`config.mk`:
```
export PLATFORM = sky130hd
export DESIGN_NAME = pw_mem_arbiter_flat
export DESIGN_NICKNAME = d
export VERILOG_FILES = /design/src/rtl/pw_mem_arbiter_pkg.sv /design/src/rtl/pw_mem_arbiter_if.sv /design/src/rtl/pw_mem_arbiter.sv /design/src/flat_wrapper.sv
export SDC_FILE = /design/constraint.sdc
export NUM_CORES = 1
export LEC_CHECK = 0
export ABC_AREA = 1
export BUFFER_PORTS_ARGS = -buffer_cell sky130_fd_sc_hd__buf_2
export CAP_MARGIN = 20
export CORE_AREA = 2 2 123 125
export CTS_CLUSTER_SIZE = 16
export DETAILED_ROUTE_END_ITERATION = 12
export DIE_AREA = 0 0 125 127
export SLEW_MARGIN = 15
export SYNTH_ARGS = -nofsm -noshare
export SYNTH_HDL_FRONTEND = slang
export SYNTH_SLANG_ARGS = --single-unit
```
`constraint.sdc`:
```
create_clock -name CLK -period 4 [get_ports CLK]
set_input_delay 0.8 -clock CLK [delete_from_list [all_inputs] [get_ports CLK]]
set_output_delay 0.8 -clock CLK [all_outputs]
set_load 0.005 [all_outputs]
```
`src/rtl/pw_mem_arbiter_pkg.sv`:
```
// Shared cache-side types: bus widths and the bus owner encoding consumed by
// the arbiter, perf counters and debug logic.
package pw_mem_arbiter_pkg;

    localparam int WORD_W    = 32;
    localparam int BYTE_EN_W = WORD_W / 8;

    typedef logic [WORD_W-1:0]    word_t;
    typedef logic [BYTE_EN_W-1:0] byte_en_t;

    typedef enum logic [1:0] {
        OWNER_NONE  = 2'd0,
        OWNER_PW    = 2'd1,
        OWNER_DC    = 2'd2
    } bus_owner_t;

endpackage

```
`src/rtl/pw_mem_arbiter_if.sv`:
```
// Generic memory bus: the requester drives addr/wdata/ren/wen/byte_en and the
// responder returns rdata with busy held high until the access completes.
interface generic_bus_if;
    import pw_mem_arbiter_pkg::*;

    word_t    addr;
    word_t    wdata;
    word_t    rdata;
    logic     ren;
    logic     wen;
    logic     busy;
    byte_en_t byte_en;

    modport generic_bus (
        input  addr, wdata, ren, wen, byte_en,
        output rdata, busy
    );

    modport cpu (
        output addr, wdata, ren, wen, byte_en,
        input  rdata, busy
    );

endinterface

```
`src/rtl/pw_mem_arbiter.sv`:
```
// Arbitrates the page walker and the L1 data cache onto one downstream bus,
// latching each granted request and bounding starvation of the tie-loser.
module pw_mem_arbiter
    import pw_mem_arbiter_pkg::*;
#(
    parameter bit PW_PRIORITY  = 1'b1,
    parameter int STARVE_LIMIT = 4
) (
    input  logic                   CLK,
    input  logic                   nRST,
    generic_bus_if.generic_bus     pw_bus_if,
    generic_bus_if.generic_bus     dc_bus_if,
    generic_bus_if.cpu             mem_bus_if,
    output bus_owner_t             owner
);

    typedef enum logic [1:0] {
        IDLE,
        GRANT_PW,
        GRANT_DC,
        DRAIN
    } state_t;

    typedef struct packed {
        word_t    addr;
        word_t    wdata;
        logic     ren;
        logic     wen;
        byte_en_t byte_en;
    } req_t;

    localparam logic [3:0] LIMIT = 4'(STARVE_LIMIT);

    state_t     state, next_state;
    req_t       req_q;
    logic [3:0] starve_cnt;

    logic pw_pend, dc_pend, contested, starved;
    logic grant_pw, grant_dc, winner_granted, loser_granted;

    assign pw_pend   = pw_bus_if.ren | pw_bus_if.wen;
    assign dc_pend   = dc_bus_if.ren | dc_bus_if.wen;
    assign contested = pw_pend & dc_pend;
    assign starved   = (starve_cnt == LIMIT);

    // Grant decision is only taken in IDLE; a starved tie-loser overrides priority.
    always_comb begin
        grant_pw = 1'b0;
        grant_dc = 1'b0;
        if (state == IDLE) begin
            if (contested) begin
                if (PW_PRIORITY ? !starved : starved) grant_pw = 1'b1;
                else                                  grant_dc = 1'b1;
            end else if (pw_pend) begin
                grant_pw = 1'b1;
            end else if (dc_pend) begin
                grant_dc = 1'b1;
            end
        end
    end

    assign winner_granted = PW_PRIORITY ? grant_pw : grant_dc;
    assign loser_granted  = PW_PRIORITY ? grant_dc : grant_pw;

    always_ff @(posedge CLK or negedge nRST) begin
        if (!nRST) state <= IDLE;
        else       state <= next_state;
    end

    always_comb begin
        next_state = state;
        case (state)
            IDLE: begin
                if (grant_pw)      next_state = GRANT_PW;
                else if (grant_dc) next_state = GRANT_DC;
            end
            GRANT_PW: begin
                if (!mem_bus_if.busy) next_state = IDLE;
                else if (!pw_pend)    next_state = DRAIN;
            end
            GRANT_DC: begin
                if (!mem_bus_if.busy) next_state = IDLE;
                else if (!dc_pend)    next_state = DRAIN;
            end
            DRAIN: begin
                if (!mem_bus_if.busy) next_state = IDLE;
            end
            default: next_state = IDLE;
        endcase
    end

    always_comb begin
        pw_bus_if.busy  = 1'b1;
        pw_bus_if.rdata = '0;
        dc_bus_if.busy  = 1'b1;
        dc_bus_if.rdata = '0;
        case (state)
            GRANT_PW: begin
                pw_bus_if.busy  = mem_bus_if.busy;
                pw_bus_if.rdata = mem_bus_if.rdata;
            end
            GRANT_DC: begin
                dc_bus_if.busy  = mem_bus_if.busy;
                dc_bus_if.rdata = mem_bus_if.rdata;
            end
            default: ;
        endcase
    end

    // Downstream only ever sees the latched request, never the live requester.
    assign mem_bus_if.addr    = req_q.addr;
    assign mem_bus_if.wdata   = req_q.wdata;
    assign mem_bus_if.byte_en = req_q.byte_en;
    assign mem_bus_if.ren     = req_q.ren & (state != IDLE);
    assign mem_bus_if.wen     = req_q.wen & (state != IDLE);

    always_ff @(posedge CLK or negedge nRST) begin
        if (!nRST) begin
            req_q      <= '0;
            owner      <= OWNER_NONE;
            starve_cnt <= '0;
        end else begin
            if (grant_pw) begin
                req_q <= '{pw_bus_if.addr, pw_bus_if.wdata, pw_bus_if.ren,
                           pw_bus_if.wen, pw_bus_if.byte_en};
                owner <= OWNER_PW;
            end else if (grant_dc) begin
                req_q <= '{dc_bus_if.addr, dc_bus_if.wdata, dc_bus_if.ren,
                           dc_bus_if.wen, dc_bus_if.byte_en};
                owner <= OWNER_DC;
            end else if (state != IDLE && next_state == IDLE) begin
                owner <= OWNER_NONE;
            end

            if (loser_granted)
                starve_cnt <= '0;
            else if (winner_granted && contested && !starved)
                starve_cnt <= starve_cnt + 4'd1;
        end
    end

endmodule

```
`src/flat_wrapper.sv`:
```
// flat-port wrapper written by rule: the top's interface ports become plain ports
module pw_mem_arbiter_flat import pw_mem_arbiter_pkg::*;
#(
    parameter bit PW_PRIORITY  = 1'b1,
    parameter int STARVE_LIMIT = 4
)
  (CLK, nRST, owner, pw_bus_if_addr, pw_bus_if_wdata, pw_bus_if_ren, pw_bus_if_wen, pw_bus_if_byte_en, pw_bus_if_rdata, pw_bus_if_busy, dc_bus_if_addr, dc_bus_if_wdata, dc_bus_if_ren, dc_bus_if_wen, dc_bus_if_byte_en, dc_bus_if_rdata, dc_bus_if_busy, mem_bus_if_addr, mem_bus_if_wdata, mem_bus_if_ren, mem_bus_if_wen, mem_bus_if_byte_en, mem_bus_if_rdata, mem_bus_if_busy);
  generic_bus_if pw_bus_if_i ();
  generic_bus_if dc_bus_if_i ();
  generic_bus_if mem_bus_if_i ();
  input  logic CLK;
  input  logic nRST;
  output bus_owner_t owner;
  input wire logic [$bits(pw_bus_if_i.addr)-1:0] pw_bus_if_addr;
  input wire logic [$bits(pw_bus_if_i.wdata)-1:0] pw_bus_if_wdata;
  input wire logic [$bits(pw_bus_if_i.ren)-1:0] pw_bus_if_ren;
  input wire logic [$bits(pw_bus_if_i.wen)-1:0] pw_bus_if_wen;
  input wire logic [$bits(pw_bus_if_i.byte_en)-1:0] pw_bus_if_byte_en;
  output wire logic [$bits(pw_bus_if_i.rdata)-1:0] pw_bus_if_rdata;
  output wire logic [$bits(pw_bus_if_i.busy)-1:0] pw_bus_if_busy;
  input wire logic [$bits(dc_bus_if_i.addr)-1:0] dc_bus_if_addr;
  input wire logic [$bits(dc_bus_if_i.wdata)-1:0] dc_bus_if_wdata;
  input wire logic [$bits(dc_bus_if_i.ren)-1:0] dc_bus_if_ren;
  input wire logic [$bits(dc_bus_if_i.wen)-1:0] dc_bus_if_wen;
  input wire logic [$bits(dc_bus_if_i.byte_en)-1:0] dc_bus_if_byte_en;
  output wire logic [$bits(dc_bus_if_i.rdata)-1:0] dc_bus_if_rdata;
  output wire logic [$bits(dc_bus_if_i.busy)-1:0] dc_bus_if_busy;
  output wire logic [$bits(mem_bus_if_i.addr)-1:0] mem_bus_if_addr;
  output wire logic [$bits(mem_bus_if_i.wdata)-1:0] mem_bus_if_wdata;
  output wire logic [$bits(mem_bus_if_i.ren)-1:0] mem_bus_if_ren;
  output wire logic [$bits(mem_bus_if_i.wen)-1:0] mem_bus_if_wen;
  output wire logic [$bits(mem_bus_if_i.byte_en)-1:0] mem_bus_if_byte_en;
  input wire logic [$bits(mem_bus_if_i.rdata)-1:0] mem_bus_if_rdata;
  input wire logic [$bits(mem_bus_if_i.busy)-1:0] mem_bus_if_busy;
  assign pw_bus_if_i.addr = pw_bus_if_addr;
  assign pw_bus_if_i.wdata = pw_bus_if_wdata;
  assign pw_bus_if_i.ren = pw_bus_if_ren;
  assign pw_bus_if_i.wen = pw_bus_if_wen;
  assign pw_bus_if_i.byte_en = pw_bus_if_byte_en;
  assign pw_bus_if_rdata = pw_bus_if_i.rdata;
  assign pw_bus_if_busy = pw_bus_if_i.busy;
  assign dc_bus_if_i.addr = dc_bus_if_addr;
  assign dc_bus_if_i.wdata = dc_bus_if_wdata;
  assign dc_bus_if_i.ren = dc_bus_if_ren;
  assign dc_bus_if_i.wen = dc_bus_if_wen;
  assign dc_bus_if_i.byte_en = dc_bus_if_byte_en;
  assign dc_bus_if_rdata = dc_bus_if_i.rdata;
  assign dc_bus_if_busy = dc_bus_if_i.busy;
  assign mem_bus_if_addr = mem_bus_if_i.addr;
  assign mem_bus_if_wdata = mem_bus_if_i.wdata;
  assign mem_bus_if_ren = mem_bus_if_i.ren;
  assign mem_bus_if_wen = mem_bus_if_i.wen;
  assign mem_bus_if_byte_en = mem_bus_if_i.byte_en;
  assign mem_bus_if_i.rdata = mem_bus_if_rdata;
  assign mem_bus_if_i.busy = mem_bus_if_busy;
  pw_mem_arbiter #(.PW_PRIORITY(PW_PRIORITY), .STARVE_LIMIT(STARVE_LIMIT)) u_core (.CLK(CLK), .nRST(nRST), .pw_bus_if(pw_bus_if_i), .dc_bus_if(dc_bus_if_i), .mem_bus_if(mem_bus_if_i), .owner(owner));
endmodule
```
======== Word level (Yosys, flattened, before mapping) ========
Index checks and enable logic that the tools add are counted.
operators by class
  bitwise gates (word level) .............. 5
  $mul .................................... 0
  magnitude comparators ................... 0
  reductions and logical operators ........ 10
  $add $sub $neg .......................... 1
  equal/unequal tests ..................... 4
  shifts and indexed selects .............. 0
  muxes and demuxes ....................... 28
  div/mod/pow operators ................... 0
operator list
  cell                                                                   number
  70-bit 2-to-1 mux                                                      2
  32-bit 2-to-1 mux                                                      2
  2-bit 2-to-1 mux                                                       10
  1-bit 2-to-1 mux                                                       11
  4-bit 2-to-1 mux                                                       2
  2-bit case mux with 4 select lines                                     1
  2-bit nonzero test                                                     3
  4-bit by 1-bit adder with 4-bit output, second input constant          1
  2-bit equality test, second input constant                             2
  4-bit by 3-bit equality test with 1-bit output, second input constant  1
  2-bit zero test                                                        2
  1-bit AND                                                              3
  1-bit logical AND                                                      3
  3-bit nonzero test                                                     1
  2-bit by 1-bit equality test with 1-bit output, second input constant  1
  1-bit bitwise OR                                                       2
  1-bit zero test                                                        1
word-level totals
  bits in latches ......................... 0
  register bits ........................... 78
  bits of input ports ..................... 175
  word-level logic and storage cells ...... 56
  memories kept ........................... 0
  memory bits (writable) .................. 0
  bits in read-only memories .............. 0
  output and inout port bits .............. 138

======== Logic depth before layout (Yosys ltp) ========
Gate-level depths: netlist of the first run.
  word-level depth ........................ 13
  depth in mapped cells ................... 9
  mapped depth without buffers ............ 8

======== Least setup slack after synthesis of the first run ========
Ideal clock, no wire load.
  path kind ............................... register to output
  start point ............................. register u_core.state[0]
  end point ............................... output pw_bus_if_rdata[10]
  stages on the path, launching flop included .. 6
  slack ................................... 2,252 ps
  required time ........................... 3,200 ps
  buffers on the path ..................... 1
  data arrival time ....................... 948 ps
  cells stage by stage .................... dfrtp_1 inv_1 nor2_1 inv_1 clkbuf_1 nor2_1
between the ends
  cells in the longest elaborated chain, start to end .. 2
RTL lines
  item                                            RTL line              text
  from (decl)                                     pw_mem_arbiter.sv:34  state_t state, next_state;
  from (signal assigned)                          pw_mem_arbiter.sv:67  else state <= next_state;
  2-bit by 1-bit equality test with 1-bit output  pw_mem_arbiter.sv:97  case (state)
  32-bit 2-to-1 mux                               pw_mem_arbiter.sv:97
  to (decl)                                       flat_wrapper.sv:19    output wire logic [$bits(pw_bus_if_i.rdata)-1:0] pw_bus_if_rdata;
Every way passes these cells.

======== Worst setup path in the final report of the first run ========
  start point ............................. register u_core.state[1]
  end point ............................... output dc_bus_if_rdata[11]
between the ends
  cells in the longest elaborated chain, start to end .. 2
RTL lines
  item                 RTL line              text
  2-bit equality test  pw_mem_arbiter.sv:97
  32-bit 2-to-1 mux    pw_mem_arbiter.sv:97
  to (decl)            flat_wrapper.sv:26    output wire logic [$bits(dc_bus_if_i.rdata)-1:0] dc_bus_if_rdata;
Every way passes these cells.

==> results.toml, run 1 <==
[drt]
finalWirelength_mm = 15.1
vias_per_cell = 4.53
first_pass_iters = 4
num_vias = 4684
wire_per_inst_um = 14.6
drt_iter0_drc = 199
drc = 0
ant_nets = 0

[synth]
syn_nets = 794
yosys.area_share.simple_pct = 35.7
synth_top_family_by_area = "simple AND/OR/NAND/NOR gates"
avgSynthCellArea_um2 = 7.30
syn_inst = 617
yosys_warnings = 0
synth_top_area_cell = "dfrtp_1"
yosys.area_share.xor_xnor_pct = 0.194
ys_seq_area_share_pct = 43.3
synth-seq-cells = 78
synth_area_leaders = "dfrtp_1 (43%), nand3_1 (16%), nand2_1 (13%)"
synth_cell_types = 18
synthMuxAreaShare_pct = 0
synthAdderAreaFrac_pct = 0.556
synth_area_mm2 = 0.00450
synth-compound-area-share_pct = 1.08
netlist.area_leader.share_pct = 43.3

[layout]
layout_commonest_cell = "buf_2"
layout.cells.non_filler = 1033
fill_cells = 1534
fin_nets = 1021
antennaDiodeCount = 0
synthToLayoutAreaGrowth_pct = 32.8
drive_gt1_share_pct = 39.8
final_cell_mix = "buf_2 (311), nand2_1 (152), nand3_1 (146)"

[setup_path]
critPathCaptureType = "output port"
crit_family = "buffers and inverters"
crit_type = "flop to output port"
startpoint = "u_core.state[1]$_DFF_PN0_"
rrSetupSlack_ns = 1.97
cp.depth = 5
crit_buf_inv = 3
rr_endpoint = "u_core.mem_bus_if.addr[30]$_DFFE_PN0P_"
crit_required_ns = 3.20
cp-start-kind = "flop"
cp-endpoint = "dc_bus_if_rdata[11]"
crit_slowest_cell = "inv_1"
path_cells = "inv_1 > nor2_1 > inv_1 > nor2_1 > buf_2"
cp_max_fo = 32
cp.arrival_ns = 1.87
critPathMaxStageDelay_ns = 0.65
rr_startpoint = "u_core.starve_cnt[0]$_DFFE_PN0P_"
r2r_cells = 8

[job]
cap_violations = 0

[clock_tree]
cts_buffers = 9
ctsResizeCount = 0
holdBufCountCts = 0
cts.htree.levels = 3
root_buffer = "clkbuf_16"
cts_sinks = 78
cts_tree = "done"
clockBufferDepth = 2
clk_pin_slew_ns = 0.06
post_cts_buffers = 0
clock_latency_ns = 0.33

[timing]
finalCriticalPeriod_ns = 2.67
clock-skew-final_ns = 0.00905
fmax_ghz = 0.375
slew_violations = 0
tightest_slew_ns = 0.914
fin_tns_setup_ns = 0
final.period_utilization_pct = 66.7
relSlewSlack_pct = 39.0
hold_viol = 0
finalSetupViolations = 0
grt_setup_unrepaired = "no"

[global_route]
grt_pass1_vias = 4494
grt_overflow = 0
grt_start_max_net_pins = 73
grt_pass1_wl_mm = 23.4
grt_usage_pct = 18.6
antenna_found_initial = 1

[pwr]
cellPowerDensity_mw_per_mm2 = 786
p_leak_uw = 0.00352
max-vdd-ir-drop_uv = 377

[floorplan]
io_pins = 313
die_w_um = 125
start_util_pct = 31.2
row_count = 44
dieHeight_um = 127
dieArea_mm2 = 0.0159
fp.coreArea_mm2 = 0.0144

[placement]
dpl.cell_count = 1017
gp_congestion = 0.808
io_buffers = 312
hpwl_mm = 11.1

[min_path]
min_path_type = "flop to flop"
hold_depth = 2

[outcome]
outcome = "finished, final reports clean"
worst min-delay path, stage by stage, from the launching register on:
cell     delay, ns
dfrtp_1       0.34
nand2_1       0.05
nand3_1       0.07
kinds of logic (layout without fill, tap and decap cells):
logic type,count (synthesis),in the layout
buffers and inverters,151,383
xor gates and xnor gates,1,1
adders and majority gates,2,2
and+or+nand+nor,378,378
DFF,78,78
AOI/OAI and AO/OA,7,7
per-layer routing:
layer	track usage, %	share of wire [%]	vias up
li1	-	-	2331
met2	33.0	51	214
met1	21.3	39	2116
met3	4.36	7.3	23
met4	8.89	3.2	0
met5	0	0	-
power by group:
part | switching (uW) | internal [uW]
Combinational | 1510 | 931
Clock | 336 | 504
Sequential | 218 | 1210
Total | 2060 | 2640
through the flow:
step | cell area, um^2 | util [%] | hold WS, ns | setup WS [ns] | total power [uW]
floorplan | 4500 | - | 0.466 | 2.25 | 3350
global placement | 5670 | 39.3 | 0.476 | 1.53 | 3880
detailed placement | 5670 | 39.3 | 0.476 | 1.50 | 3920
CTS | 5980 | 41.5 | 0.495 | 1.32 | 4790
global route | 5980 | 41.5 | 0.507 | 1.16 | 5140
finish | 5980 | 41.5 | 0.490 | 1.33 | 4700
synthesized netlist by cell type (all sizes together):
master and n:
clkbuf 13, ha 2, xnor2 1, inv 49
and2 1, nand2 153, nor2 77, dfrtp 78
buf 89, o31ai 1, o21ai 4, nand4 1
o221ai 2, nand3 146
worst min path at each step:
| stage | start | endpoint | slack, ns |
|---|---|---|---|
| floorplan | u_core.mem_bus_if.addr[0]$_DFFE_PN0P_ | u_core.mem_bus_if.addr[0]$_DFFE_PN0P_ | 0.47 |
| global placement | u_core.mem_bus_if.wdata[15]$_DFFE_PN0P_ | u_core.mem_bus_if.wdata[15]$_DFFE_PN0P_ | 0.48 |
| detailed placement | u_core.mem_bus_if.wdata[5]$_DFFE_PN0P_ | u_core.mem_bus_if.wdata[5]$_DFFE_PN0P_ | 0.48 |
| CTS | u_core.mem_bus_if.wdata[18]$_DFFE_PN0P_ | u_core.mem_bus_if.wdata[18]$_DFFE_PN0P_ | 0.49 |
| global route | u_core.mem_bus_if.wdata[5]$_DFFE_PN0P_ | u_core.mem_bus_if.wdata[5]$_DFFE_PN0P_ | 0.51 |
| finish | u_core.mem_bus_if.wdata[18]$_DFFE_PN0P_ | u_core.mem_bus_if.wdata[18]$_DFFE_PN0P_ | 0.49 |
registers in the layout, indices dropped and copies added (netlist names):
| register | cells |
|---|---|
| u_core.mem_bus_if.addr | 32 |
| u_core.mem_bus_if.wdata | 32 |
| u_core.mem_bus_if.byte_en | 4 |
| u_core.starve_cnt | 4 |
| u_core.owner | 2 |
| u_core.req_q | 2 |
| u_core.state | 2 |
final cells by class:
class	count	area [um^2]	share of cell area, %
clock buffers	10	239	3.99
repair buffers	318	1610	26.9
clock inverters	6	68.8	1.15
well taps	184	230	3.85
inverters	49	184	3.07
multi-input cells	388	1700	28.4
flip-flops and latches	78	1950	32.6
No activity file was read; power rests on OpenSTA's default activity.
==> inputs of run 2 (changes only) <==
==> constraint.sdc (replaced) <==
create_clock -name CLK -period 2.6 [get_ports CLK]
set_input_delay 0.52 -clock CLK [delete_from_list [all_inputs] [get_ports CLK]]
set_output_delay 0.52 -clock CLK [all_outputs]
set_load 0.005 [all_outputs]
==> run 2 against run 1 <==
Routed wire length is 0.35% higher. Cell count rose by 0.58%. Via count up 1.2%. Die area unchanged. Largest cell class unchanged.
==> results.toml, run 2 (synthesis gave the netlist of run 1 again) <==
[clock_tree]
ctsResizeCount = 0
clk_pin_slew_ns = 0.06
cts_tree = "done"
holdBufCountCts = 0
cts.htree.levels = 3
cts_buffers = 9
clockBufferDepth = 2
post_cts_buffers = 0
clock_latency_ns = 0.34
cts_sinks = 78
root_buffer = "clkbuf_16"

[drt]
drt_iter0_drc = 221
dr.max_layer_used = "met4"
first_pass_iters = 4
num_vias = 4742
wl_met1_mm = 5.84
wl_met3_mm = 1.15
finalWirelength_mm = 15.2
ant_nets = 0
vias_per_cell = 4.56
wire_per_inst_um = 14.6
drc = 0
routed-wl-met2_mm = 7.58

[layout]
fin_nets = 1025
drive_gt1_share_pct = 39.9
final_cell_mix = "buf_2 (311), nand2_1 (152), nand3_1 (146)"
layout_commonest_cell = "buf_2"
synthToLayoutAreaGrowth_pct = 34.3

[timing]
hold_viol = 0
final.period_utilization_pct = 89.4
fmax_ghz = 0.430
fin_tns_setup_ns = 0
finalCriticalPeriod_ns = 2.32
hold_ws_ns = 0.142
slew_violations = 0
clock-skew-final_ns = 0.00739
finalSetupViolations = 0
fin_ws_ns = 0.275
relSlewSlack_pct = 56.1
tightest_slew_ns = 0.657
grt_setup_unrepaired = "no"

[setup_path]
rr_startpoint = "u_core.state[0]$_DFF_PN0_"
cp-start-kind = "flop"
crit_type = "flop to output port"
crit_required_ns = 2.08
r2r_cells = 6
rrSetupSlack_ns = 0.84
cp_max_fo = 24
rr_endpoint = "u_core.mem_bus_if.wdata[10]$_DFFE_PN0P_"
critPathCaptureType = "output port"
cp.arrival_ns = 1.80

[pwr]
seqPwrFrac_pct = 29.8
p_sw_uw = 3160
cellPowerDensity_mw_per_mm2 = 1220
p_int_uw = 4190
comb_power_share_pct = 51.9
p_leak_uw = 0.00355
clock_power_share_pct = 18.3
switching_share_pct = 43.0
max-vdd-ir-drop_uv = 685

[outcome]
outcome = "finished, final reports clean"

[floorplan]
start_util_pct = 31.2
dieArea_mm2 = 0.0159
row_count = 44
dieHeight_um = 127
fp.coreArea_mm2 = 0.0144
io_pins = 313
die_w_um = 125

[global_route]
grt_usage_pct = 18.6
grt_pass1_vias = 4544
grt_overflow = 0
grt_pass1_wl_mm = 23.4
grt_start_max_net_pins = 73
antenna_found_initial = 3

[placement]
io_buffers = 312
hpwl_mm = 11.2
dp_slack_ns = 0.633
gp_congestion = 0.808

[min_path]
min_path_type = "input port to asynchronous set/reset pin"

[job]
cap_violations = 0
run 2: layer usage:
layer / GRT usage (%) / up-vias
met5: 0 / -
met4: 9.87 / 0
met3: 4.98 / 28
met2: 31.9 / 217
met1: 21.3 / 2158
li1: - / 2339
run 2: how the worst max path moves through the flow:
stage | cells after the start | slack (ns) | from | to
finish | 6 | 0.28 | u_core.state[1]$_DFF_PN0_ | dc_bus_if_rdata[26]
global route | 6 | 0.04 | u_core.state[1]$_DFF_PN0_ | dc_bus_if_rdata[26]
CTS | 6 | 0.26 | u_core.state[1]$_DFF_PN0_ | dc_bus_if_rdata[26]
detailed placement | 6 | 0.63 | u_core.state[1]$_DFF_PN0_ | dc_bus_if_rdata[26]
global placement | 6 | 0.66 | u_core.state[1]$_DFF_PN0_ | dc_bus_if_rdata[30]
floorplan | 9 | 1.03 | u_core.starve_cnt[0]$_DFFE_PN0P_ | u_core.mem_bus_if.addr[10]$_DFFE_PN0P_
run 2: final cells by class:
class                      count  area (um^2)
inverter                      49          184
clock inverter                 5         83.8
tap                          184          230
fill                        1552         8370
clock buffer                  10          229
timing repair buffer         322         1660
antenna                        3         7.51
multi-input combinational    388         1700
sequential                    78         1950
run 2: metrics by stage:
step                      cells  cell area [um^2]  total power [uW]  utilization (%)
final                      1039              6050              7350             41.9
after global routing       1039              6050              8030             41.9
after CTS                  1036              6040              7460             41.9
after detailed placement   1021              5730              6090             39.7
after global placement     1021              5730              6050             39.7
after floorplan             617              4500              5150                -
run 2: worst max-delay path, cell delays in order (launching register included):
cell,delay [ns]
dfrtp_1,0.40
inv_1,0.08
nor2_1,0.05
inv_1,0.49
buf_4,0.29
nor2_1,0.06
buf_2,0.12
run 2: power groups by stage:
stage	combinational, uW	sequential (uW)	clock [uW]
floorplan	3030	2130	0
global placement	3860	2190	0
detailed placement	3910	2180	0
CTS	3890	2190	1380
global route	4320	2260	1450
finish	3820	2190	1340
==> inputs of run 3 (changes only) <==
--- a/config.mk
+++ b/config.mk
@@ -8,10 +8,11 @@
 export ABC_AREA = 1
 export BUFFER_PORTS_ARGS = -buffer_cell sky130_fd_sc_hd__buf_2
 export CAP_MARGIN = 20
-export CORE_AREA = 2 2 123 125
+export CORE_MARGIN = 8
+export CORE_UTILIZATION = 40
 export CTS_CLUSTER_SIZE = 16
 export DETAILED_ROUTE_END_ITERATION = 12
-export DIE_AREA = 0 0 125 127
+export PLACE_DENSITY = 0.78
 export SLEW_MARGIN = 15
 export SYNTH_ARGS = -nofsm -noshare
 export SYNTH_HDL_FRONTEND = slang
==> run 3 against run 2 <==
Clock skew decreased by 0.0013 ns. Sequential cell count did not move. Worst hold slack better by 0.050 ns. Global-route usage up 2.0 points. Combinational power about the same. First-iteration DRC count rose by 12%. Die area down 6.1%. Maximum frequency up 3.1%.
==> results.toml, run 3 (synthesis gave the netlist of run 1 again) <==
[setup_path]
cp-start-kind = "flop"
path_cells = "inv_1 > nor2_1 > inv_1 > nor2_1 > buf_2"
cp.arrival_ns = 1.73
critPathMaxStageDelay_ns = 0.62
crit_required_ns = 2.08
critPathCaptureType = "output port"
crit_type = "flop to output port"
cp_max_fo = 32
crit_slowest_cell = "inv_1"
crit_family = "buffers and inverters"
crit_buf_inv = 3

[layout]
layout_commonest_cell = "buf_2"
synthToLayoutAreaGrowth_pct = 31.5
finish.utilization_pct = 54.2
final_cell_mix = "buf_2 (311), nand2_1 (152), nand3_1 (146)"
design_area_mm2 = 0.00592
drive_gt1_share_pct = 39.6
fin_nets = 1024
antennaDiodeCount = 0

[global_route]
grt_pass1_wl_mm = 24.3
grt_overflow = 0
antenna_found_initial = 0
grt_usage_pct = 20.6
grt_pass1_vias = 4625
grt_start_max_net_pins = 69

[drt]
num_vias = 4725
finalWirelength_mm = 16.2
drt_iter0_drc = 247
wire_per_inst_um = 16.3
ant_nets = 0
vias_per_cell = 4.77
first_pass_iters = 5
drc = 0

[timing]
slew_violations = 0
fin_tns_setup_ns = 0
hold_ws_ns = 0.192
finalCriticalPeriod_ns = 2.25
final.period_utilization_pct = 86.7
hold_viol = 0
clock-skew-final_ns = 0.00610
tightest_slew_ns = 0.856
relSlewSlack_pct = 42.9
finalSetupViolations = 0
grt_setup_unrepaired = "no"
fmax_ghz = 0.444

[placement]
dpl-instance-area_mm2 = 0.00565
hpwl_mm = 12.7
gp_congestion = 0.846
io_buffers = 312

[floorplan]
row_count = 38
dieHeight_um = 122
fp.coreArea_mm2 = 0.0109
start_util_pct = 41.2
io_pins = 313
dieArea_mm2 = 0.0149
die_w_um = 122

[clock_tree]
root_buffer = "clkbuf_16"
clock_latency_ns = 0.33
post_cts_buffers = 0
holdBufCountCts = 0
cts_sinks = 78
cts_tree = "done"
clk_pin_slew_ns = 0.06
ctsResizeCount = 0
cts.htree.levels = 3
clockBufferDepth = 2
cts_buffers = 9

[pwr]
cellPowerDensity_mw_per_mm2 = 1200
p_leak_uw = 0.00353
max-vdd-ir-drop_uv = 1060

[min_path]
min_path_type = "input port to asynchronous set/reset pin"

[outcome]
outcome = "finished, final reports clean"

[job]
cap_violations = 0
==> run 3: per-stage QoR <==
| step | worst slack (ns) | power (uW) | std cells |
|---|---|---|---|
| floorplan | 1.03 | 5150 | 617 |
| global placement | 0.656 | 5980 | 976 |
| detailed placement | 0.615 | 6070 | 976 |
| CTS | 0.312 | 7250 | 991 |
| global route | 0.168 | 7770 | 991 |
| finish | 0.346 | 7130 | 991 |
==> run 3: worst paths after layout <==
kind                                                        start                                       to  slack [ns]  cells after the start
max                                     u_core.state[0]$_DFF_PN0_                      pw_bus_if_rdata[14]        0.35                      5
min                                                          nRST  u_core.mem_bus_if.wdata[29]$_DFFE_PN0P_        0.19                      1
max reg2reg                      u_core.starve_cnt[0]$_DFFE_PN0P_   u_core.mem_bus_if.addr[13]$_DFFE_PN0P_        0.78                      8
min reg2reg                u_core.mem_bus_if.addr[25]$_DFFE_PN0P_   u_core.mem_bus_if.addr[25]$_DFFE_PN0P_        0.49                      2
max in group asynchronous                                    nRST   u_core.mem_bus_if.addr[26]$_DFFE_PN0P_        1.80                      2
min in group CLK                               pw_bus_if_addr[28]   u_core.mem_bus_if.addr[28]$_DFFE_PN0P_        0.41                      3
==> run 3: final cells by class <==
class,instances,area (um^2)
Fill cell,1086,5010
Timing Repair Buffer,321,1640
Sequential cell,78,1950
Multi-Input combinational cell,388,1700
Clock buffer,14,264
Clock inverter,1,5.00
Tap cell,140,175
Inverter,49,184
==> run 3: report_power, final <==
| part | leakage, uW | switching [uW] | internal (uW) | total (uW) |
|---|---|---|---|---|
| registers | 0.000935 | 332 | 1860 | 2190 |
| logic | 0.00246 | 2330 | 1470 | 3790 |
| clock network | 0.000133 | 452 | 693 | 1140 |
==> run 3: layer usage <==
layer | wire length, um | part of all wire, % | track usage (%)
met3 | 1590 | 9.8 | 6.34
met2 | 8080 | 50 | 35.6
met1 | 5940 | 37 | 22.9
met5 | 0 | 0 | 0
met4 | 544 | 3.4 | 9.44
